`src/rtl/sap_program_sequencer.sv`:
```
// SAP program sequencer: streams opcode/operand bytes into program RAM,
// then owns CPU reset and controller clock enable for run/step/halt.
module sap_program_sequencer #(
  parameter int ADDR_WIDTH = 8,
  parameter int DEPTH      = 16
) (
  input  logic                  i_clock,
  input  logic                  i_reset,
  input  logic                  i_byte_valid,
  input  logic [7:0]            i_byte,
  output logic                  o_byte_ready,
  input  logic                  i_start_load,
  input  logic                  i_run_request,
  input  logic                  i_step_request,
  input  logic                  i_halt,
  output logic                  o_program_mode,
  output logic [ADDR_WIDTH-1:0] o_program_address,
  output logic [15:0]           o_program_data,
  output logic                  o_program_write,
  output logic                  o_cpu_reset,
  output logic                  o_cpu_clock_enable,
  output logic                  o_load_done,
  output logic [3:0]            o_state
);

  typedef enum logic [3:0] {
    S_IDLE    = 4'd0,
    S_LOAD_HI = 4'd1,
    S_LOAD_LO = 4'd2,
    S_WRITE   = 4'd3,
    S_RELEASE = 4'd4,
    S_READY   = 4'd5,
    S_RUN     = 4'd6,
    S_PAUSED  = 4'd7,
    S_HALTED  = 4'd8
  } state_t;

  localparam logic [ADDR_WIDTH-1:0] LAST_ADDR =
    ADDR_WIDTH'(DEPTH - 1);

  state_t                state_q, state_d;
  logic [ADDR_WIDTH-1:0] addr_q, addr_d;
  logic [15:0]           data_q, data_d;
  logic                  done_q, done_d;
  logic [2:0]            req_hist_q;
  logic                  mode_q, mode_d;
  logic                  cpu_rst_q, cpu_rst_d;
  logic                  write_q, write_d;
  logic                  ready_q, ready_d;
  logic                  en_q, en_d;
  logic                  start_ev, run_ev, step_ev;
  logic                  pulse;

  assign start_ev = i_start_load   & ~req_hist_q[2];
  assign run_ev   = i_run_request  & ~req_hist_q[1];
  assign step_ev  = i_step_request & ~req_hist_q[0];

  always_ff @(posedge i_clock or posedge i_reset) begin
    if (i_reset) begin
      state_q    <= S_IDLE;
      addr_q     <= '0;
      data_q     <= '0;
      done_q     <= 1'b0;
      req_hist_q <= '0;
      mode_q     <= 1'b1;
      cpu_rst_q  <= 1'b1;
      write_q    <= 1'b0;
      ready_q    <= 1'b0;
      en_q       <= 1'b0;
    end else begin
      state_q    <= state_d;
      addr_q     <= addr_d;
      data_q     <= data_d;
      done_q     <= done_d;
      req_hist_q <= {i_start_load, i_run_request, i_step_request};
      mode_q     <= mode_d;
      cpu_rst_q  <= cpu_rst_d;
      write_q    <= write_d;
      ready_q    <= ready_d;
      en_q       <= en_d;
    end
  end

  always_comb begin
    state_d = state_q;
    addr_d  = addr_q;
    data_d  = data_q;
    done_d  = done_q;
    pulse   = 1'b0;
    unique case (state_q)
      S_IDLE: begin
        if (start_ev) begin
          state_d = S_LOAD_HI;
          addr_d  = '0;
          done_d  = 1'b0;
        end
      end
      S_LOAD_HI: begin
        if (i_byte_valid && ready_q) begin
          data_d[15:8] = i_byte;
          state_d      = S_LOAD_LO;
        end
      end
      S_LOAD_LO: begin
        if (i_byte_valid && ready_q) begin
          data_d[7:0] = i_byte;
          state_d     = S_WRITE;
        end
      end
      S_WRITE: state_d = S_RELEASE;
      S_RELEASE: begin
        if (addr_q == LAST_ADDR) begin
          done_d  = 1'b1;
          state_d = S_READY;
        end else begin
          addr_d  = addr_q + ADDR_WIDTH'(1);
          state_d = S_LOAD_HI;
        end
      end
      S_READY: begin
        if (start_ev) begin
          state_d = S_LOAD_HI;
          addr_d  = '0;
          done_d  = 1'b0;
        end else if (run_ev) begin
          state_d = S_RUN;
        end else if (step_ev) begin
          state_d = S_PAUSED;
          pulse   = 1'b1;
        end
      end
      S_RUN: begin
        if (i_halt) state_d = S_HALTED;
        else if (step_ev) state_d = S_PAUSED;
      end
      S_PAUSED: begin
        // halt outranks run and step so a halted CPU never gets a clock
        if (start_ev) begin
          state_d = S_LOAD_HI;
          addr_d  = '0;
          done_d  = 1'b0;
        end else if (i_halt) begin
          state_d = S_HALTED;
        end else if (run_ev) begin
          state_d = S_RUN;
        end else if (step_ev) begin
          pulse = 1'b1;
        end
      end
      S_HALTED: begin
        if (start_ev) begin
          state_d = S_LOAD_HI;
          addr_d  = '0;
          done_d  = 1'b0;
        end
      end
      default: state_d = S_IDLE;
    endcase
  end

  // outputs are computed from the next state so every port is a flop
  always_comb begin
    mode_d    = 1'b1;
    cpu_rst_d = 1'b1;
    write_d   = 1'b0;
    ready_d   = 1'b0;
    en_d      = pulse;
    unique case (state_d)
      S_LOAD_HI, S_LOAD_LO: ready_d = 1'b1;
      S_WRITE: write_d = 1'b1;
      S_RUN: begin
        mode_d    = 1'b0;
        cpu_rst_d = 1'b0;
        en_d      = 1'b1;
      end
      S_PAUSED, S_HALTED: begin
        mode_d    = 1'b0;
        cpu_rst_d = 1'b0;
      end
      default: ;
    endcase
  end

  assign o_byte_ready       = ready_q;
  assign o_program_mode     = mode_q;
  assign o_program_address  = addr_q;
  assign o_program_data     = data_q;
  assign o_program_write    = write_q;
  assign o_cpu_reset        = cpu_rst_q;
  assign o_cpu_clock_enable = en_q;
  assign o_load_done        = done_q;
  assign o_state            = state_q;

endmodule
```
`config.mk`:
```
export PLATFORM = sky130hd
export DESIGN_NAME = sap_program_sequencer
export DESIGN_NICKNAME = d
export VERILOG_FILES = /design/src/rtl/sap_program_sequencer.sv
export SDC_FILE = /design/constraint.sdc
export NUM_CORES = 1
export LEC_CHECK = 0
export CORE_UTILIZATION = 31
export CTS_CLUSTER_SIZE = 30
export DETAILED_ROUTE_END_ITERATION = 7
export GPL_ROUTABILITY_DRIVEN = 0
export HOLD_SLACK_MARGIN = 0.1
export PLACE_DENSITY = 0.67
export SLEW_MARGIN = 20
export SYNTH_ARGS = -nofsm -noshare
export SYNTH_HDL_FRONTEND = slang
export SYNTH_SLANG_ARGS = --single-unit
```
`constraint.sdc`:
```
create_clock -name i_clock -period 4.6 [get_ports i_clock]
set_clock_uncertainty 0.05 [all_clocks]
set_input_delay 1.38 -clock i_clock [delete_from_list [all_inputs] [get_ports i_clock]]
set_output_delay 1.38 -clock i_clock [all_outputs]
set_load 0.01 [all_outputs]
```
# Word level (Yosys, flattened, before mapping)
# Cells that the tools add are included.
word_totals:
  output_inout_bits: 34
  word_cells: 74
  reg_bits: 36
  input_bits: 15
classes:
  mux: 28
  reduce_logical: 11
  eq_ne: 18
  n_bitwise: 6
  addsub: 1
ops:
  columns: ["cell", "n"]
  rows:
  - ["4-bit 2-to-1 mux", 10]
  - ["4-bit one-hot mux with 8 select lines", 1]
  - ["4-bit by 3-bit == test with 1-bit output (second input constant)", 6]
  - ["4-bit by 2-bit == test with 1-bit output (second input constant)", 4]
  - ["8-bit 2-to-1 mux", 2]
  - ["8-bit one-hot mux with 2 select lines", 1]
  - ["1-bit 2-to-1 mux", 11]
  - ["8-bit by 1-bit adder with 8-bit output (second input constant)", 1]
  - ["4-bit by 1-bit == test with 1-bit output (second input constant)", 2]
  - ["4-bit == test (second input constant)", 2]
  - ["8-bit by 4-bit == test with 1-bit output (second input constant)", 1]
  - ["3-bit AND reduction", 2]
  - ["4-bit zero test", 1]
  - ["2-bit inequality test (second input constant)", 2]
  - ["1-bit one-hot mux with 2 select lines", 2]
  - ["2-bit AND reduction", 2]
  - ["2-bit OR reduction", 2]
  - ["4-bit OR reduction", 1]
  - ["1-bit AND", 3]
  - ["3-bit 2-to-1 mux", 1]
  - ["1-bit inverter", 3]
  - ["3-bit OR reduction", 1]
  - ["2-bit by 1-bit inequality test with 1-bit output (second input constant)", 1]
  - ["2-bit nonzero test", 1]
  - ["1-bit logical AND", 1]

# Depth between registers and ports, before layout
depth:
  depth_word: 9
  depth_mapped: 7
  depth_no_buf: 6

# Worst setup path before layout
# No wires, ideal clock.
synth_path:
  kind: "input to register"
  start: "input i_byte_valid"
  end: "register ready_q (netlist: o_byte_ready)"
  setup_slack_ps: 1996
  path_buffers: 1
  t_arrival_ps: 2474
  path_stages: 6
  required_ps: 4471
  setup_ps: 79
  cell_sequence: "nand2_2 -> or4_1 -> buf_6 -> a21boi_1 -> a21bo_1 -> mux2i_1"
synth_via:
  elab_chain_cells: 6
  word_cells_on_any_way: 8
synth_rtl:
  columns: ["item", "line_no", "source"]
  rows:
  - ["from (decl)", "9", "input logic i_byte_valid,"]
  - ["1-bit logical AND (*)", "99, 105", null]
  - ["4-bit 2-to-1 mux, on equally long branches", "105, 99", null]
  - ["4-bit one-hot mux with 8 select lines (*)", "90", "unique case (state_q)"]
  - ["4-bit by 1-bit == test with 1-bit output or 4-bit by 2-bit == test with 1-bit output (tied branches)", "168", "unique case (state_d)"]
  - ["2-bit OR reduction (*)", "168", null]
  - ["1-bit 2-to-1 mux (*)", "168", null]
  - ["net ready_d", "49", "logic ready_q, ready_d;"]
  - ["to (signal assigned)", "79", "ready_q <= ready_d;"]
  - ["to (decl)", "49", null]
# The timed path passes the listed nets; every way through them passes the cells marked *.
# A chain may end at the register's enable or synchronous reset.

# Final worst setup path
# Same ends and word-level chain as after synthesis.

==> impl_table.tex <==
\begin{tabular}{lr}
\hline
Metric & Value \\
\hline
\multicolumn{2}{l}{\textbf{Logic synthesis}} \\
Most used flip-flop cell after synthesis & sky130\_fd\_sc\_hd\_\_dfrtp\_1 \\
Synthesized netlist net count & between 150 and 200 \\
Number of distinct library cells after synthesis & 48 \\
Portion of the post-synthesis area used by sequential elements & between 50\% and 60\% \\
Share of synthesized flip-flops with an asynchronous set or reset & 100\% \\
Number of storage elements in the synthesis netlist & 36 \\
Number of flops mapped to enable cells by yosys & 0 \\
Post-synthesis instance total & around 160 \\
Synthesis warning total & 0 \\
Synthesized area & about 1700 um\^{}2 \\
Average cell area after synthesis & 10.7 um\^{}2 \\
\multicolumn{2}{l}{\textbf{STA}} \\
Slew of the pin with the lowest slew margin & 0.902 ns \\
RSZ-0062 raised after global routing & false \\
Setup tns final & 0 ns \\
Time the final worst path needs with I/O delays and setup & between 3 and 4 ns \\
Final Max Slew Viols & 0 \\
Share of the cycle needed by the critical path after routing & between 60\% and 70\% \\
Count of final setup violators & 0 \\
Number of hold violations in the final report & 0 \\
Max Clock Freq & roughly 330 MHz \\
Normalized max-slew margin & 39.8\% \\
Min Hold Slack & approximately 0.43 ns \\
\multicolumn{2}{l}{\textbf{Routing}} \\
Count of nets left with antenna violations after detail routing & 0 \\
Residual DRC & 0 \\
First-pass detailed-route iteration total & 4 \\
Total via count in the routed design & between 1k and 1.5k \\
Via density per instance & roughly 4.7 \\
Average detailed-routed wire length per instance & between 10 and 15 um \\
Wirelength, routed & between 3 and 4 mm \\
DR iter-0 viols & 36 \\
\multicolumn{2}{l}{\textbf{CTS}} \\
Clk sink count & 36 \\
Postcts setup bufs & 0 \\
Number of buffers added by the clock tree synthesis step & 5 \\
Clock tree from TritonCTS & built \\
Root Driver & sky130\_fd\_sc\_hd\_\_clkbuf\_8 \\
Hold buffers post-CTS & 0 \\
PostCTS Resize Cnt & 0 \\
Clock transition at path regs & about 0.07 ns \\
Deepest level of the CTS H-tree & 2 \\
Clock buffer depth & 2 \\
Clock insertion delay at the later pin of the skew report & a little under 0.3 ns \\
\multicolumn{2}{l}{\textbf{Cells and area}} \\
Fraction of final layout cells with drive strength greater than 1 & 13.7\% \\
Most common cell after layout, fill and taps aside & sky130\_fd\_sc\_hd\_\_clkdlybuf4s50\_1 \\
Final net count & between 200 and 250 \\
Area growth from synthesis to layout & 35.3\% \\
Most frequent cells in the layout & sky130\_fd\_sc\_hd\_\_clkdlybuf4s50\_1, sky130\_fd\_sc\_hd\_\_dfrtp\_1, sky130\_fd\_sc\_hd\_\_nand2\_1 \\
Final Util & roughly 44\% \\
Antenna Cells & 0 \\
Final-layout fill cell count & about 530 \\
\multicolumn{2}{l}{\textbf{Pwr}} \\
Peak supply drop & 0.209 mV \\
LEAKAGE & 0.999 nW \\
Power density over cell area & $\sim$520 nW/um\^{}2 \\
Total power & 0.00121 W \\
\multicolumn{2}{l}{\textbf{Worst setup path}} \\
Type of the worst setup path & primary input to flop \\
Worst Setup Start Kind & primary input \\
RR Startpoint & o\_state[1]\$\_DFF\_PP0\_ \\
Max Fanout on Critical Path & 9 \\
Worst path required time & 4.76 ns \\
Kind of end point of the critical path & flop \\
Slowest cell delay on critical path & 0.67 ns \\
Data arrival time at the worst-slack endpoint & $\sim$3.2 ns \\
Reg-to-reg slack, setup & 2.58 ns \\
Startpoint of the worst setup timing path & i\_byte\_valid \\
Slowest-stage cell, CP & sky130\_fd\_sc\_hd\_\_or4\_1 \\
Cell breakdown of the critical path & clkdlybuf4s50\_1, nand2\_2, or4\_1, a21boi\_1, a21bo\_1, mux2i\_1 \\
\multicolumn{2}{l}{\textbf{Floorplanning}} \\
Area of the die & just under 6000 um\^{}2 \\
Initial standard-cell utilization of the core & 32.8\% \\
Die Y & 76.5 um \\
Die X-Extent & between 70 and 80 um \\
Ports & between 40 and 50 \\
Total number of placement rows & 26 \\
Core region area & roughly 5200 um\^{}2 \\
\multicolumn{2}{l}{\textbf{GRT}} \\
Antenna violations before repair & 0 \\
Remaining Overflow, GRT & 0 \\
Global-route wire length before repair & between 6 and 7 mm \\
Via count of the first global-routing pass & between 1k and 1.5k \\
GRT Util Overall & $\sim$14\% \\
Pin count of the biggest net entering global routing & 25 \\
\multicolumn{2}{l}{\textbf{Worst hold path}} \\
Hold/Removal Path Class & flop to flop \\
Worst Hold Launch & o\_program\_data[3]\$\_DFFE\_PP0P\_ \\
\multicolumn{2}{l}{\textbf{Run status}} \\
Outcome & completed \\
\multicolumn{2}{l}{\textbf{Placement}} \\
Port bufs & 48 \\
Sum of net half-perimeters after detailed placement & between 2 and 3 mm \\
\multicolumn{2}{l}{\textbf{Run}} \\
Max-cap check violation count & 0 \\
\hline
\end{tabular}
[Yosys cell counts (2+ instances only)]
| library cell | instances | area [um^2] |
|---|---|---|
| sky130_fd_sc_hd__mux2i_1 | 2 | 20.0 |
| sky130_fd_sc_hd__or3_1 | 2 | 12.5 |
| sky130_fd_sc_hd__nand4_1 | 5 | 31.3 |
| sky130_fd_sc_hd__a21oi_1 | 5 | 25.0 |
| sky130_fd_sc_hd__nor2b_1 | 5 | 31.3 |
| sky130_fd_sc_hd__nor3_1 | 3 | 15.0 |
| sky130_fd_sc_hd__xnor2_1 | 4 | 35.0 |
| sky130_fd_sc_hd__mux2_2 | 8 | 90.1 |
| sky130_fd_sc_hd__nand3_1 | 3 | 15.0 |
| sky130_fd_sc_hd__nand2_1 | 32 | 120 |
| sky130_fd_sc_hd__buf_4 | 3 | 22.5 |
| sky130_fd_sc_hd__nand2b_1 | 4 | 25.0 |
| sky130_fd_sc_hd__inv_1 | 6 | 22.5 |
| sky130_fd_sc_hd__nor2_1 | 9 | 33.8 |
| sky130_fd_sc_hd__buf_6 | 3 | 33.8 |
| sky130_fd_sc_hd__dfrtp_1 | 35 | 876 |
[critical path: cells and delay by family]
kind,cells,cell delay (ns)
simple gates,2,0.74
buf+inv,1,0.49
compound gates,2,0.43
mux,1,0.12
[power breakdown]
group / switching [W] / internal [W] / total, W
Clock: 0.000115 / 0.000105 / 0.000220
Sequential: 0.0000942 / 0.000408 / 0.000502
Combinational: 0.000200 / 0.000287 / 0.000486
[kinds of logic after synthesis]
group	count (synthesis)	share of synthesized area (%)
multiplexers	10	6.40
flip-flops	36	52.5
AND/OR/NAND/NOR	75	23.3
adder cells (fa/ha/maj)	1	0.728
buffers and inverters	13	5.09
XOR/XNOR	5	2.55
AO/OA/AOI/OAI	21	9.46
[sequential cells by signal (all words and copies together) (netlist names)]
name                cells
o_cpu_reset             1
o_load_done             1
o_cpu_clock_enable      1
o_program_address       8
o_program_write         1
o_byte_ready            1
req_hist_q              3
o_state                 4
o_program_data         16
[final cells by class]
cell class	instances	area, um^2	area share, %
sequential	36	902	38.8
multi-input combinational	112	729	31.4
timing repair buffer	49	488	21.0
tap	70	87.6	3.77
clock buffer	5	68.8	2.96
inverter	7	31.3	1.34
clock inverter	3	18.8	0.807
[through the flow]
step	instance area [um^2]	setup slack, ns	instances
final	2330	1.60	282
after global placement	2240	1.33	274
after global routing	2330	1.51	282
after floorplan	1720	2.00	161
after detailed placement	2240	1.29	274
after CTS	2330	1.61	282
[per-layer routing]
metal | up-vias | track usage (%) | wire [um]
met5 | - | 0 | 0
met3 | 4 | 4.43 | 164
li1 | 656 | - | -
met4 | 0 | 5.19 | 36
met2 | 35 | 22.4 | 1710
met1 | 637 | 17.1 | 1720
[final timing paths]
path / endpoint / cells after the start
max: o_byte_ready$_DFF_PP0_ / 6
min: o_program_data[3]$_DFFE_PP0P_ / 2
max reg2reg: o_byte_ready$_DFF_PP0_ / 5
min reg2reg: o_program_data[3]$_DFFE_PP0P_ / 2
max in group asynchronous: o_program_data[2]$_DFFE_PP0P_ / 3
min in group asynchronous: o_program_address[3]$_DFFE_PP0P_ / 2
Note: power is estimated with default switching activity, not from simulation.
